## src/rtl/core_pkg.sv

```systemverilog
// Shared decode definitions: opcode constants, immediate formats and the
// decoded bundle that travels through the decode stage registers.
package core_pkg;

  localparam int XLEN_MAX = 64;
  localparam int PC_MAX   = 64;

  localparam logic [6:0] OP_LUI      = 7'b0110111;
  localparam logic [6:0] OP_AUIPC    = 7'b0010111;
  localparam logic [6:0] OP_JAL      = 7'b1101111;
  localparam logic [6:0] OP_JALR     = 7'b1100111;
  localparam logic [6:0] OP_BRANCH   = 7'b1100011;
  localparam logic [6:0] OP_LOAD     = 7'b0000011;
  localparam logic [6:0] OP_STORE    = 7'b0100011;
  localparam logic [6:0] OP_IMM      = 7'b0010011;
  localparam logic [6:0] OP_OP       = 7'b0110011;
  localparam logic [6:0] OP_MISC_MEM = 7'b0001111;
  localparam logic [6:0] OP_SYSTEM   = 7'b1110011;

  // NONE is zero so an all-zero bundle is the reset bundle.
  typedef enum logic [2:0] {
    IMM_NONE = 3'd0,
    IMM_I    = 3'd1,
    IMM_S    = 3'd2,
    IMM_B    = 3'd3,
    IMM_U    = 3'd4,
    IMM_J    = 3'd5
  } imm_fmt_t;

  typedef struct packed {
    logic [PC_MAX-1:0]   pc;
    logic [6:0]          op;
    logic [2:0]          funct3;
    logic [6:0]          funct7;
    logic [4:0]          rd;
    logic [4:0]          rs1;
    logic [4:0]          rs2;
    logic [XLEN_MAX-1:0] imm;
    imm_fmt_t            imm_fmt;
    logic                uses_rs1;
    logic                uses_rs2;
    logic                writes_rd;
    logic                illegal;
  } decoded_t;

endpackage

```

## src/rtl/decode_stage_if.sv

```systemverilog
// Fetch-side and execute-side handshake bundle of the decode stage.
interface decode_stage_if
  import core_pkg::*;
#(
  parameter int XLEN           = 32,
  parameter int INST_WIDTH     = 32,
  parameter int REG_ADDR_WIDTH = 5,
  parameter int PC_WIDTH       = 32
);
  logic                      flush;
  logic                      in_valid;
  logic                      in_ready;
  logic [INST_WIDTH-1:0]     inst;
  logic [PC_WIDTH-1:0]       in_pc;
  logic                      out_valid;
  logic                      out_ready;
  logic [PC_WIDTH-1:0]       out_pc;
  logic [6:0]                op;
  logic [2:0]                funct3;
  logic [6:0]                funct7;
  logic [REG_ADDR_WIDTH-1:0] rd;
  logic [REG_ADDR_WIDTH-1:0] rs1;
  logic [REG_ADDR_WIDTH-1:0] rs2;
  logic [XLEN-1:0]           imm;
  imm_fmt_t                  imm_fmt;
  logic                      uses_rs1;
  logic                      uses_rs2;
  logic                      writes_rd;
  logic                      illegal;

  modport master (
    output flush, in_valid, inst, in_pc, out_ready,
    input  in_ready, out_valid, out_pc, op, funct3, funct7, rd, rs1, rs2,
           imm, imm_fmt, uses_rs1, uses_rs2, writes_rd, illegal
  );

  modport slave (
    input  flush, in_valid, inst, in_pc, out_ready,
    output in_ready, out_valid, out_pc, op, funct3, funct7, rd, rs1, rs2,
           imm, imm_fmt, uses_rs1, uses_rs2, writes_rd, illegal
  );
endinterface

```

## src/rtl/decode_logic.sv

```systemverilog
// Combinational RV32I/RV64I decoder: raw instruction to decoded bundle
// (pc left zero; the stage fills it in).
module decode_logic
  import core_pkg::*;
#(
  parameter int XLEN = 32
) (
  input  logic [31:0] inst,
  output decoded_t    dec
);
  logic [6:0]  op;
  logic [2:0]  funct3;
  logic [6:0]  funct7;
  logic [6:0]  shift_hi;
  logic [31:0] imm32;
  logic        known;
  logic        bad;

  assign op     = inst[6:0];
  assign funct3 = inst[14:12];
  assign funct7 = inst[31:25];
  // RV64 shift amounts are 6 bits, so only inst[31:26] qualify the shift.
  assign shift_hi = (XLEN == 64) ? {inst[31:26], 1'b0} : inst[31:25];

  always_comb begin
    // NOTE: every variable gets a default before the case so no path leaves
    // it unassigned; otherwise synthesis infers a latch.
    dec          = '0;
    dec.op       = op;
    dec.funct3   = funct3;
    dec.funct7   = funct7;
    dec.rd       = inst[11:7];
    dec.rs1      = inst[19:15];
    dec.rs2      = inst[24:20];
    dec.uses_rs1 = 1'b1;
    dec.writes_rd = 1'b1;
    imm32        = '0;
    known        = 1'b1;
    bad          = 1'b0;

    case (op)
      OP_LUI, OP_AUIPC: begin
        dec.imm_fmt  = IMM_U;
        imm32        = {inst[31:12], 12'b0};
        dec.uses_rs1 = 1'b0;
      end
      OP_JAL: begin
        dec.imm_fmt  = IMM_J;
        imm32        = {{12{inst[31]}}, inst[19:12], inst[20], inst[30:21], 1'b0};
        dec.uses_rs1 = 1'b0;
      end
      OP_JALR: begin
        dec.imm_fmt = IMM_I;
        imm32       = {{20{inst[31]}}, inst[31:20]};
        bad         = (funct3 != 3'b000);
      end
      OP_LOAD: begin
        dec.imm_fmt = IMM_I;
        imm32       = {{20{inst[31]}}, inst[31:20]};
        bad         = (funct3 == 3'b111) ||
                      ((XLEN == 32) && (funct3 == 3'b011 || funct3 == 3'b110));
      end
      OP_IMM: begin
        dec.imm_fmt = IMM_I;
        imm32       = {{20{inst[31]}}, inst[31:20]};
        if (funct3 == 3'b001)
          bad = (shift_hi != 7'b0000000);
        else if (funct3 == 3'b101)
          bad = (shift_hi != 7'b0000000) && (shift_hi != 7'b0100000);
      end
      OP_SYSTEM: begin
        dec.imm_fmt = IMM_I;
        imm32       = {{20{inst[31]}}, inst[31:20]};
      end
      OP_STORE: begin
        dec.imm_fmt   = IMM_S;
        imm32         = {{20{inst[31]}}, inst[31:25], inst[11:7]};
        dec.uses_rs2  = 1'b1;
        dec.writes_rd = 1'b0;
        bad           = (XLEN == 64) ? (funct3 > 3'b011) : (funct3 > 3'b010);
      end
      OP_BRANCH: begin
        dec.imm_fmt   = IMM_B;
        imm32         = {{20{inst[31]}}, inst[7], inst[30:25], inst[11:8], 1'b0};
        dec.uses_rs2  = 1'b1;
        dec.writes_rd = 1'b0;
        bad           = (funct3 == 3'b010) || (funct3 == 3'b011);
      end
      OP_OP: begin
        dec.uses_rs2 = 1'b1;
        bad = !((funct7 == 7'b0000000) ||
                ((funct7 == 7'b0100000) && (funct3 == 3'b000 || funct3 == 3'b101)));
      end
      OP_MISC_MEM: dec.writes_rd = 1'b0;
      default:     known = 1'b0;
    endcase

    dec.imm     = {{(XLEN_MAX-32){imm32[31]}}, imm32};
    dec.illegal = bad || !known;
    if (dec.rd == 5'd0)
      dec.writes_rd = 1'b0;
    if (dec.illegal) begin
      dec.uses_rs1  = 1'b0;
      dec.uses_rs2  = 1'b0;
      dec.writes_rd = 1'b0;
    end
  end

endmodule

```

## src/rtl/decode_stage.sv

```systemverilog
// Registered decode stage: decoder on the input side feeding a two-entry
// elastic buffer (output register + skid register) with synchronous flush.
module decode_stage
  import core_pkg::*;
#(
  parameter int XLEN           = 32,
  parameter int INST_WIDTH     = 32,
  parameter int REG_ADDR_WIDTH = 5,
  parameter int PC_WIDTH       = 32
) (
  input logic           clk,
  input logic           rst_n,
  decode_stage_if.slave bus
);
  logic [INST_WIDTH-1:0] inst_w;
  decoded_t              dec_raw;
  decoded_t              dec_in;
  decoded_t              out_q;
  decoded_t              skid_q;
  logic                  out_valid;
  logic                  skid_valid;
  logic                  accept;
  logic                  out_free;
  logic                  unused_hi;

  assign inst_w = bus.inst;

  decode_logic #(.XLEN(XLEN)) u_decode_logic (
    .inst (inst_w),
    .dec  (dec_raw)
  );

  always_comb begin
    dec_in    = dec_raw;
    dec_in.pc = 64'(bus.in_pc);
  end

  // A flush-cycle input is dropped even though in_ready may be high.
  assign accept   = bus.in_valid && !skid_valid && !bus.flush;
  assign out_free = !out_valid || bus.out_ready;

  always_ff @(posedge clk or negedge rst_n) begin
    // NOTE: sequential state uses non-blocking assignments so every register
    // samples pre-edge values regardless of statement order.
    if (!rst_n) begin
      out_valid  <= 1'b0;
      skid_valid <= 1'b0;
      out_q      <= '0;
    end else if (bus.flush) begin
      out_valid  <= 1'b0;
      skid_valid <= 1'b0;
    end else if (out_free) begin
      if (skid_valid) begin
        out_q      <= skid_q;
        out_valid  <= 1'b1;
        skid_valid <= 1'b0;
      end else begin
        out_valid <= accept;
        if (accept)
          out_q <= dec_in;
      end
    end else if (accept) begin
      skid_valid <= 1'b1;
    end
  end

  // NOTE: skid data has no reset; skid_valid qualifies it and is reset.
  always_ff @(posedge clk) begin
    if (accept && !out_free)
      skid_q <= dec_in;
  end

  assign bus.in_ready  = !skid_valid;
  assign bus.out_valid = out_valid;
  assign bus.out_pc    = out_q.pc[PC_WIDTH-1:0];
  assign bus.op        = out_q.op;
  assign bus.funct3    = out_q.funct3;
  assign bus.funct7    = out_q.funct7;
  assign bus.rd        = REG_ADDR_WIDTH'(out_q.rd);
  assign bus.rs1       = REG_ADDR_WIDTH'(out_q.rs1);
  assign bus.rs2       = REG_ADDR_WIDTH'(out_q.rs2);
  assign bus.imm       = out_q.imm[XLEN-1:0];
  assign bus.imm_fmt   = out_q.imm_fmt;
  assign bus.uses_rs1  = out_q.uses_rs1;
  assign bus.uses_rs2  = out_q.uses_rs2;
  assign bus.writes_rd = out_q.writes_rd;
  assign bus.illegal   = out_q.illegal;

  // Bundle fields are sized for the widest build; narrower builds drop the top.
  assign unused_hi = ^{out_q.pc, out_q.imm};

endmodule

```

## src/flat_wrapper.sv

```systemverilog
// flat-port wrapper written by rule: the top's interface ports become plain ports
module decode_stage_flat import core_pkg::*;
#(
  parameter int XLEN           = 32,
  parameter int INST_WIDTH     = 32,
  parameter int REG_ADDR_WIDTH = 5,
  parameter int PC_WIDTH       = 32
)
  (clk, rst_n, bus_flush, bus_in_valid, bus_inst, bus_in_pc, bus_out_ready, bus_in_ready, bus_out_valid, bus_out_pc, bus_op, bus_funct3, bus_funct7, bus_rd, bus_rs1, bus_rs2, bus_imm, bus_imm_fmt, bus_uses_rs1, bus_uses_rs2, bus_writes_rd, bus_illegal);
  decode_stage_if #(.XLEN(XLEN), .INST_WIDTH(INST_WIDTH), .REG_ADDR_WIDTH(REG_ADDR_WIDTH), .PC_WIDTH(PC_WIDTH)) bus_i ();
  input logic clk;
  input logic rst_n;
  input wire logic [$bits(bus_i.flush)-1:0] bus_flush;
  input wire logic [$bits(bus_i.in_valid)-1:0] bus_in_valid;
  input wire logic [$bits(bus_i.inst)-1:0] bus_inst;
  input wire logic [$bits(bus_i.in_pc)-1:0] bus_in_pc;
  input wire logic [$bits(bus_i.out_ready)-1:0] bus_out_ready;
  output wire logic [$bits(bus_i.in_ready)-1:0] bus_in_ready;
  output wire logic [$bits(bus_i.out_valid)-1:0] bus_out_valid;
  output wire logic [$bits(bus_i.out_pc)-1:0] bus_out_pc;
  output wire logic [$bits(bus_i.op)-1:0] bus_op;
  output wire logic [$bits(bus_i.funct3)-1:0] bus_funct3;
  output wire logic [$bits(bus_i.funct7)-1:0] bus_funct7;
  output wire logic [$bits(bus_i.rd)-1:0] bus_rd;
  output wire logic [$bits(bus_i.rs1)-1:0] bus_rs1;
  output wire logic [$bits(bus_i.rs2)-1:0] bus_rs2;
  output wire logic [$bits(bus_i.imm)-1:0] bus_imm;
  output wire logic [$bits(bus_i.imm_fmt)-1:0] bus_imm_fmt;
  output wire logic [$bits(bus_i.uses_rs1)-1:0] bus_uses_rs1;
  output wire logic [$bits(bus_i.uses_rs2)-1:0] bus_uses_rs2;
  output wire logic [$bits(bus_i.writes_rd)-1:0] bus_writes_rd;
  output wire logic [$bits(bus_i.illegal)-1:0] bus_illegal;
  assign bus_i.flush = bus_flush;
  assign bus_i.in_valid = bus_in_valid;
  assign bus_i.inst = bus_inst;
  assign bus_i.in_pc = bus_in_pc;
  assign bus_i.out_ready = bus_out_ready;
  assign bus_in_ready = bus_i.in_ready;
  assign bus_out_valid = bus_i.out_valid;
  assign bus_out_pc = bus_i.out_pc;
  assign bus_op = bus_i.op;
  assign bus_funct3 = bus_i.funct3;
  assign bus_funct7 = bus_i.funct7;
  assign bus_rd = bus_i.rd;
  assign bus_rs1 = bus_i.rs1;
  assign bus_rs2 = bus_i.rs2;
  assign bus_imm = bus_i.imm;
  assign bus_imm_fmt = bus_i.imm_fmt;
  assign bus_uses_rs1 = bus_i.uses_rs1;
  assign bus_uses_rs2 = bus_i.uses_rs2;
  assign bus_writes_rd = bus_i.writes_rd;
  assign bus_illegal = bus_i.illegal;
  decode_stage #(.XLEN(XLEN), .INST_WIDTH(INST_WIDTH), .REG_ADDR_WIDTH(REG_ADDR_WIDTH), .PC_WIDTH(PC_WIDTH)) u_core (.clk(clk), .rst_n(rst_n), .bus(bus_i));
endmodule
```

## config.mk

```make
export PLATFORM = sky130hd
export DESIGN_NAME = decode_stage_flat
export DESIGN_NICKNAME = d
export VERILOG_FILES = /design/src/rtl/core_pkg.sv /design/src/rtl/decode_stage_if.sv /design/src/rtl/decode_logic.sv /design/src/rtl/decode_stage.sv /design/src/flat_wrapper.sv
export SDC_FILE = /design/constraint.sdc
export NUM_CORES = 1
export LEC_CHECK = 0
export ABC_AREA = 1
export CAP_MARGIN = 40
export CORE_MARGIN = 4
export CORE_UTILIZATION = 56
export DETAILED_ROUTE_END_ITERATION = 6
export PLACE_DENSITY = 0.86
export SETUP_SLACK_MARGIN = 0.02
export SLEW_MARGIN = 20
export SYNTH_ARGS = -nofsm -noshare
export SYNTH_HDL_FRONTEND = slang
export SYNTH_SLANG_ARGS = --single-unit
```

## constraint.sdc

```tcl
create_clock -name clk -period 22.5 [get_ports clk]
set_clock_uncertainty 0.1 [all_clocks]
set_input_delay 3.375 -clock clk [delete_from_list [all_inputs] [get_ports clk]]
set_output_delay 3.375 -clock clk [all_outputs]
set_load 0.01 [all_outputs]
```

Word level (Yosys, flattened, before mapping)
Index checks and enable logic that the tools add are counted.

word-level totals
  register bits = 208
  input port bits = 69
  output and inout port bits = 105
  logic and storage cells = 101

operators by class
  $lt $le $gt $ge = 1
  equality and inequality tests = 19
  muxes and demuxes = 19
  bitwise gates (word level) = 1
  reduce and logical (&&, ||, !) cells = 33

operators with widths
  cell                                                    number
  2-to-1 mux 135 bit                                      2
  one-hot mux 32 bit (5 select lines)                     1
  == test 7 x 6 -> 1 bit (second input constant)          4
  == test 7 bit (second input constant)                   4
  one-hot mux 3 bit (5 select lines)                      1
  == test 7 x 5 -> 1 bit (second input constant)          2
  2-to-1 mux 1 bit                                        13
  OR reduction 11 bit                                     1
  == test 3 bit (second input constant)                   3
  OR reduction 3 bit                                      3
  == test 7 x 2 -> 1 bit (second input constant)          1
  == test 7 x 4 -> 1 bit (second input constant)          1
  zero test 7 bit                                         1
  logical OR 1 bit                                        7
  inequality test 7 x 6 -> 1 bit (second input constant)  1
  nonzero test 7 bit                                      1
  == test 3 x 2 -> 1 bit (second input constant)          2
  zero test 1 bit                                         6
  one-hot mux 1 bit (6 select lines)                      1
  nonzero test 3 bit                                      2
  logical AND 1 bit                                       5
  zero test 5 bit                                         1
  nonzero test 2 bit                                      2
  OR reduction 4 bit                                      1
  7 further kinds                                         7

Depth between registers and ports, before layout
  depth in word-level cells = 10
  gate-level depth with buffers = 12
  mapped depth without buffers = 12

By module
A second synthesis with hierarchy kept.

second synthesis, totals
  cells, all modules = 1192
  area total of the unflattened synthesis = 10396.2 um^2

by module, submodules not included
  module        times used  cells an instance  area each (um^2)  seq. area each (um^2)
  decode_stage  1           895                8554.5            5720.5
  decode_logic  1           297                1841.8            0.0

Worst setup path after synthesis
No wires, ideal clock.

  path type = input to register
  from = input port bus_flush
  to = register u_core.skid_q[0] (netlist bit) (enable)
  library setup time = 0.691 ns
  arrival = 10.868 ns
  required time = 21.709 ns
  slack = 10.841 ns
  cell stages on the path = 2
  path buffers = 0
  cell sequence = or3b_2 nor3_1

on the way
  cells in the longest elaborated chain, start to end = 3

ends and longest elaborated chain
  item                    RTL line            text
  start: declaration      flat_wrapper.sv:13  input wire logic [$bits(bus_i.flush)-1:0] bus_flush;
  zero test 1 bit         decode_stage.sv:39  assign accept = bus.in_valid && !skid_valid && !bus.flush;
  logical AND 1 bit       decode_stage.sv:39
  logical AND 1 bit       decode_stage.sv:69  if (accept && !out_free)
  end signal: assignment  decode_stage.sv:70  skid_q <= dec_in;
  end: declaration        decode_stage.sv:19  decoded_t skid_q;

Every way passes these cells.
A chain may end at the register's enable or synchronous reset.

Worst setup path in the final report
  from = register u_core.skid_valid
  to = output port bus_in_ready

on the way
  cells in the longest elaborated chain, start to end = 1

ends and longest elaborated chain
  item                      RTL line            text
  start: declaration        decode_stage.sv:21  logic skid_valid;
  start signal: assignment  decode_stage.sv:47  skid_valid <= 1'b0;
  start signal: assignment  decode_stage.sv:51  skid_valid <= 1'b0;
  start signal: assignment  decode_stage.sv:56  skid_valid <= 1'b0;
  zero test 1 bit           decode_stage.sv:73  assign bus.in_ready = !skid_valid;
  end: declaration          flat_wrapper.sv:18  output wire logic [$bits(bus_i.in_ready)-1:0] bus_in_ready;

Every way passes these cells.

==> impl.org <==
** Status
- Status :: finished, final reports clean

** Power and ir drop
- Switching power share of the total :: 0.238
- The share of total power dissipated in the clock network is 0.383.
- Of the total power, registers draw 0.473.
- Of the total power, combinational logic draws 0.143.
- Pwr dens :: about 82 mW/mm^2
- The internal portion of the total power is just over 0.0007 W.
- Switching power summed over all nets :: around 0.00022 W
- Maximum VDD drop :: 0.0534 mV
- Leakage power :: around 5 nW

** Hold path
- Class of the most critical hold timing path :: reg2reg
- Hold EP :: u_core.bus.imm[28]$_DFFE_PN0P_
- Instance count along the most critical hold path :: 2
- In this run the most critical hold path is launched from u_core.bus.imm[28]$_DFFE_PN0P_.

** CTS
- CTS built an H-tree with a depth of 1.
- Post-CTS setup buffer count :: 0
- Post-CTS resize count :: 0
- Clock tree synthesis selected as its root buffer the cell sky130_fd_sc_hd__clkbuf_16.
- Number of buffers added by the clock tree synthesis step :: 22
- The later pin in the worst-skew pair is clocked with a latency of just under 0.5 ns.
- TritonCTS built the clock tree.
- For this design, the CTS-stage hold fixing added 0 buffers.
- After clock tree synthesis, the clock-pin slew on the worst setup and hold paths is 0.06 ns.
- The clock drives approximately 210 sinks.
- Counting along the longest clock path gives a buffer depth of 3.

** STA
- Timing would allow up to 0.171 GHz.
- The number of slew-limit violations in the final report is 0.
- At the pin with the least slew margin, the transition time is around 0.77 ns.
- Of the available clock period, the critical path in the final layout requires 0.260.
- Relative slew slack :: 0.489
- Setup Viol. Count Final :: 0
- Setup repair after global routing left no endpoint under its margin.
- Final Hold Violating Endpoints :: 0
- After layout, the minimum clock period comes to approximately 6 ns.
- Setup total negative slack on the finished layout was measured at 0 ns.
- Setup WS post-layout :: about 17 ns

** Global routing
- Grt ovf :: 0
- Largest net degree at the start of global routing :: between 100 and 150
- Number of antenna violations at the first check in global routing :: 0
- Via count of the first global-routing pass :: between 6000 and 7000
- Total global-route track usage :: 0.239
- Global-route wire length before repair :: 34300 um

** Yosys
- The share of the Yosys chip area taken by registers is 0.656.
- Mean instance size in the synthesized netlist :: 9.96 sq um
- In the synthesized netlist the dominant register cell turns out to be sky130_fd_sc_hd__dfrtp_1.
- Counting flops and latches in the post-synthesis netlist gives about 210.
- Yosys mapped the design onto 27 distinct sky130hd cell types.
- Synthesized area :: around 0.0087 sq mm
- Yosys printed 0 warnings.
- In the synthesized netlist the async set-or-reset flop fraction comes to 0.505.
- Synthesis produced a netlist with a net count of approximately 950.
- Synth Instances :: 876
- Count of flip-flops with a built-in enable after synthesis :: 103

** Place
- Number of port buffers :: approximately 170
- Detailed placement finished with a half-perimeter wire length of around 14000 um.
- Pre-CTS WS :: around 16 ns
- Dpl cells :: 1219
- Once placement finished, the instance area stood at 0.0106 sq mm.
- Placer Congestion :: about 0.82

** Critical path
- R2r startpoint :: u_core.skid_valid$_DFFE_PN0P_
- Worst-case reg-to-reg path depth :: 7
- CP Data Arrival Time :: approximately 2.4 ns
- Along the worst path, the maximum fanout reaches 66.
- Required time of the critical path :: 19.03 ns
- End of the worst register-to-register path :: u_core.bus.imm_fmt[0]$_DFFE_PN0P_
- The setup path with the least slack is of type reg2out.
- Element type at the critical path start :: register
- For flop-to-flop paths, the worst setup slack is a little under 20 ns.
- Crit. End Element :: primary output

** Layout
- The finished layout holds around 1300 standard cells, fillers aside.
- Leaving out fill and tap cells, the most frequent cell in the layout is sky130_fd_sc_hd__nand2_1.
- Layout Nets :: roughly 1100
- The finished cells cover ~0.011 sq mm.
- Area added between synthesis and finish :: 30.1%
- 0 antenna diodes ended up in the layout.
- Layout cells sized above 1 :: 0.0639
- The library cells used most frequently in the layout, excluding fill and tap cells, are sky130_fd_sc_hd__nand2_1 (222), sky130_fd_sc_hd__clkdlybuf4s50_1 (172), sky130_fd_sc_hd__nor2_1 (163).
- Counting the fill cells in the layout gives 994.
- Finished Core Util :: 0.744

** Drt
- Antenna-violating nets left :: 0
- Vias after detailed routing :: 6842
- Drt initial violations :: between 600 and 700
- In the routed design, unresolved DRC markers number 0.
- The first detailed-routing pass took 6 iterations.
- Routed wire length :: ~21000 um
- Dividing the detail-routed wire length by the instance count gives between 15 and 20 um.
- Detail-routed via count per cell :: between 5 and 6

** Flow run
- Across the run, the number of max-cap violations was 0.

** Die
- Measured along the y axis, the die boundary spans 133 um.
- The die is ~130 um wide.
- The die covers 0.0176 sq mm.
- CORE AREA :: about 0.015 sq mm
- Effective utilization at floorplan :: 0.572
- For this design the top-level I/O count stands at between 150 and 200.
- Placement Rows :: 45
[metal layers]
metal,vias to the layer above,GRT usage,share of wire
met1,3203,0.337,0.41
li1,3252,-,-
met5,-,0,0
met4,0,0.0658,0.022
met3,40,0.0437,0.093
met2,347,0.386,0.48
[area by class of cell]
type	instances	area, sq um	share of cell area
Timing Repair Buffer	182	1850	0.163
Multi-Input combinational cell	578	2620	0.231
Tap cell	211	264	0.0233
Sequential cell	208	5720	0.504
Inverter	41	156	0.0138
Clock buffer	30	653	0.0576
Clock inverter	10	81.3	0.00717
[power groups by stage]
| stage | sequential (W) | combinational [W] | clock, W |
|---|---|---|---|
| 6_report | 0.000440 | 0.000133 | 0.000357 |
| 5_1_grt | 0.000443 | 0.000146 | 0.000377 |
| 4_1_cts | 0.000440 | 0.000134 | 0.000362 |
| 3_5_place_dp | 0.000447 | 0.000133 | 0 |
| 3_3_place_gp | 0.000446 | 0.000129 | 0 |
| 2_1_floorplan | 0.000458 | 0.0000418 | 0 |
[critical path: stages, from the launching register on]
cell and delay [ns]:
sky130_fd_sc_hd__dfrtp_2 0.34, sky130_fd_sc_hd__buf_4 0.59, sky130_fd_sc_hd__inv_4 0.35, sky130_fd_sc_hd__clkdlybuf4s50_1 0.59
[flip-flops by register name, indices dropped and copies added (netlist names)]
register              cells
u_core.bus.out_valid      1
u_core.bus.funct3         3
u_core.bus.writes_rd      1
u_core.bus.imm           32
u_core.skid_valid         1
u_core.bus.uses_rs2       1
u_core.bus.illegal        1
u_core.bus.rs2            5
u_core.bus.op             7
u_core.bus.funct7         7
u_core.skid_q           103
u_core.bus.out_pc        32
u_core.bus.uses_rs1       1
u_core.bus.rs1            5
u_core.bus.imm_fmt        3
u_core.bus.rd             5
[cell families after synthesis]
logic type      after synthesis  synth area share
buf+inv                      90            0.0460
flops                       208             0.656
simple gates                414             0.187
compound gates              164             0.111
[cells in the mapped netlist (2+ instances only)]
master / instances / share of area
sky130_fd_sc_hd__nor3_1: 3 / 0.0017
sky130_fd_sc_hd__o21ai_0: 84 / 0.048
sky130_fd_sc_hd__buf_4: 11 / 0.0095
sky130_fd_sc_hd__o31ai_1: 42 / 0.036
sky130_fd_sc_hd__o211ai_1: 11 / 0.0095
sky130_fd_sc_hd__o22ai_1: 2 / 0.0014
sky130_fd_sc_hd__nor2_1: 163 / 0.070
sky130_fd_sc_hd__o21ai_1: 16 / 0.0092
sky130_fd_sc_hd__dfrtp_1: 105 / 0.30
sky130_fd_sc_hd__inv_2: 5 / 0.0022
sky130_fd_sc_hd__a22oi_1: 3 / 0.0026
sky130_fd_sc_hd__nand4_1: 4 / 0.0029
sky130_fd_sc_hd__a21oi_1: 5 / 0.0029
sky130_fd_sc_hd__inv_1: 36 / 0.015
sky130_fd_sc_hd__buf_2: 12 / 0.0069
sky130_fd_sc_hd__nand2_1: 222 / 0.096
sky130_fd_sc_hd__nand3_1: 8 / 0.0046
sky130_fd_sc_hd__clkbuf_1: 25 / 0.011
sky130_fd_sc_hd__edfxtp_1: 103 / 0.35
sky130_fd_sc_hd__nor2_2: 2 / 0.0014
sky130_fd_sc_hd__nor2_4: 2 / 0.0026
sky130_fd_sc_hd__nand2_2: 7 / 0.0050
[through the flow]
stage,hold WS [ns],total power [W]
5_1_grt,0.399,0.000966
4_1_cts,0.383,0.000936
3_5_place_dp,0.367,0.000580
6_report,0.379,0.000930
2_1_floorplan,0.401,0.000499
3_3_place_gp,0.363,0.000576
[worst max path at each step]
stage                                  start                              end  slack (ns)  depth (start not counted)
6_report       u_core.skid_valid$_DFFE_PN0P_                     bus_in_ready       16.64                          3
3_5_place_dp                       bus_flush      u_core.skid_q[93]$_DFFE_PP_       16.34                          5
3_3_place_gp                       bus_flush   u_core.bus.illegal$_DFFE_PN0P_       16.26                          6
2_1_floorplan                      bus_flush       u_core.skid_q[0]$_DFFE_PP_       10.84                          2
4_1_cts        u_core.skid_valid$_DFFE_PN0P_                     bus_in_ready       16.64                          3
5_1_grt                          bus_inst[1]  u_core.bus.uses_rs2$_DFFE_PN0P_       16.50                         11
(Power assumes the default switching activity.)
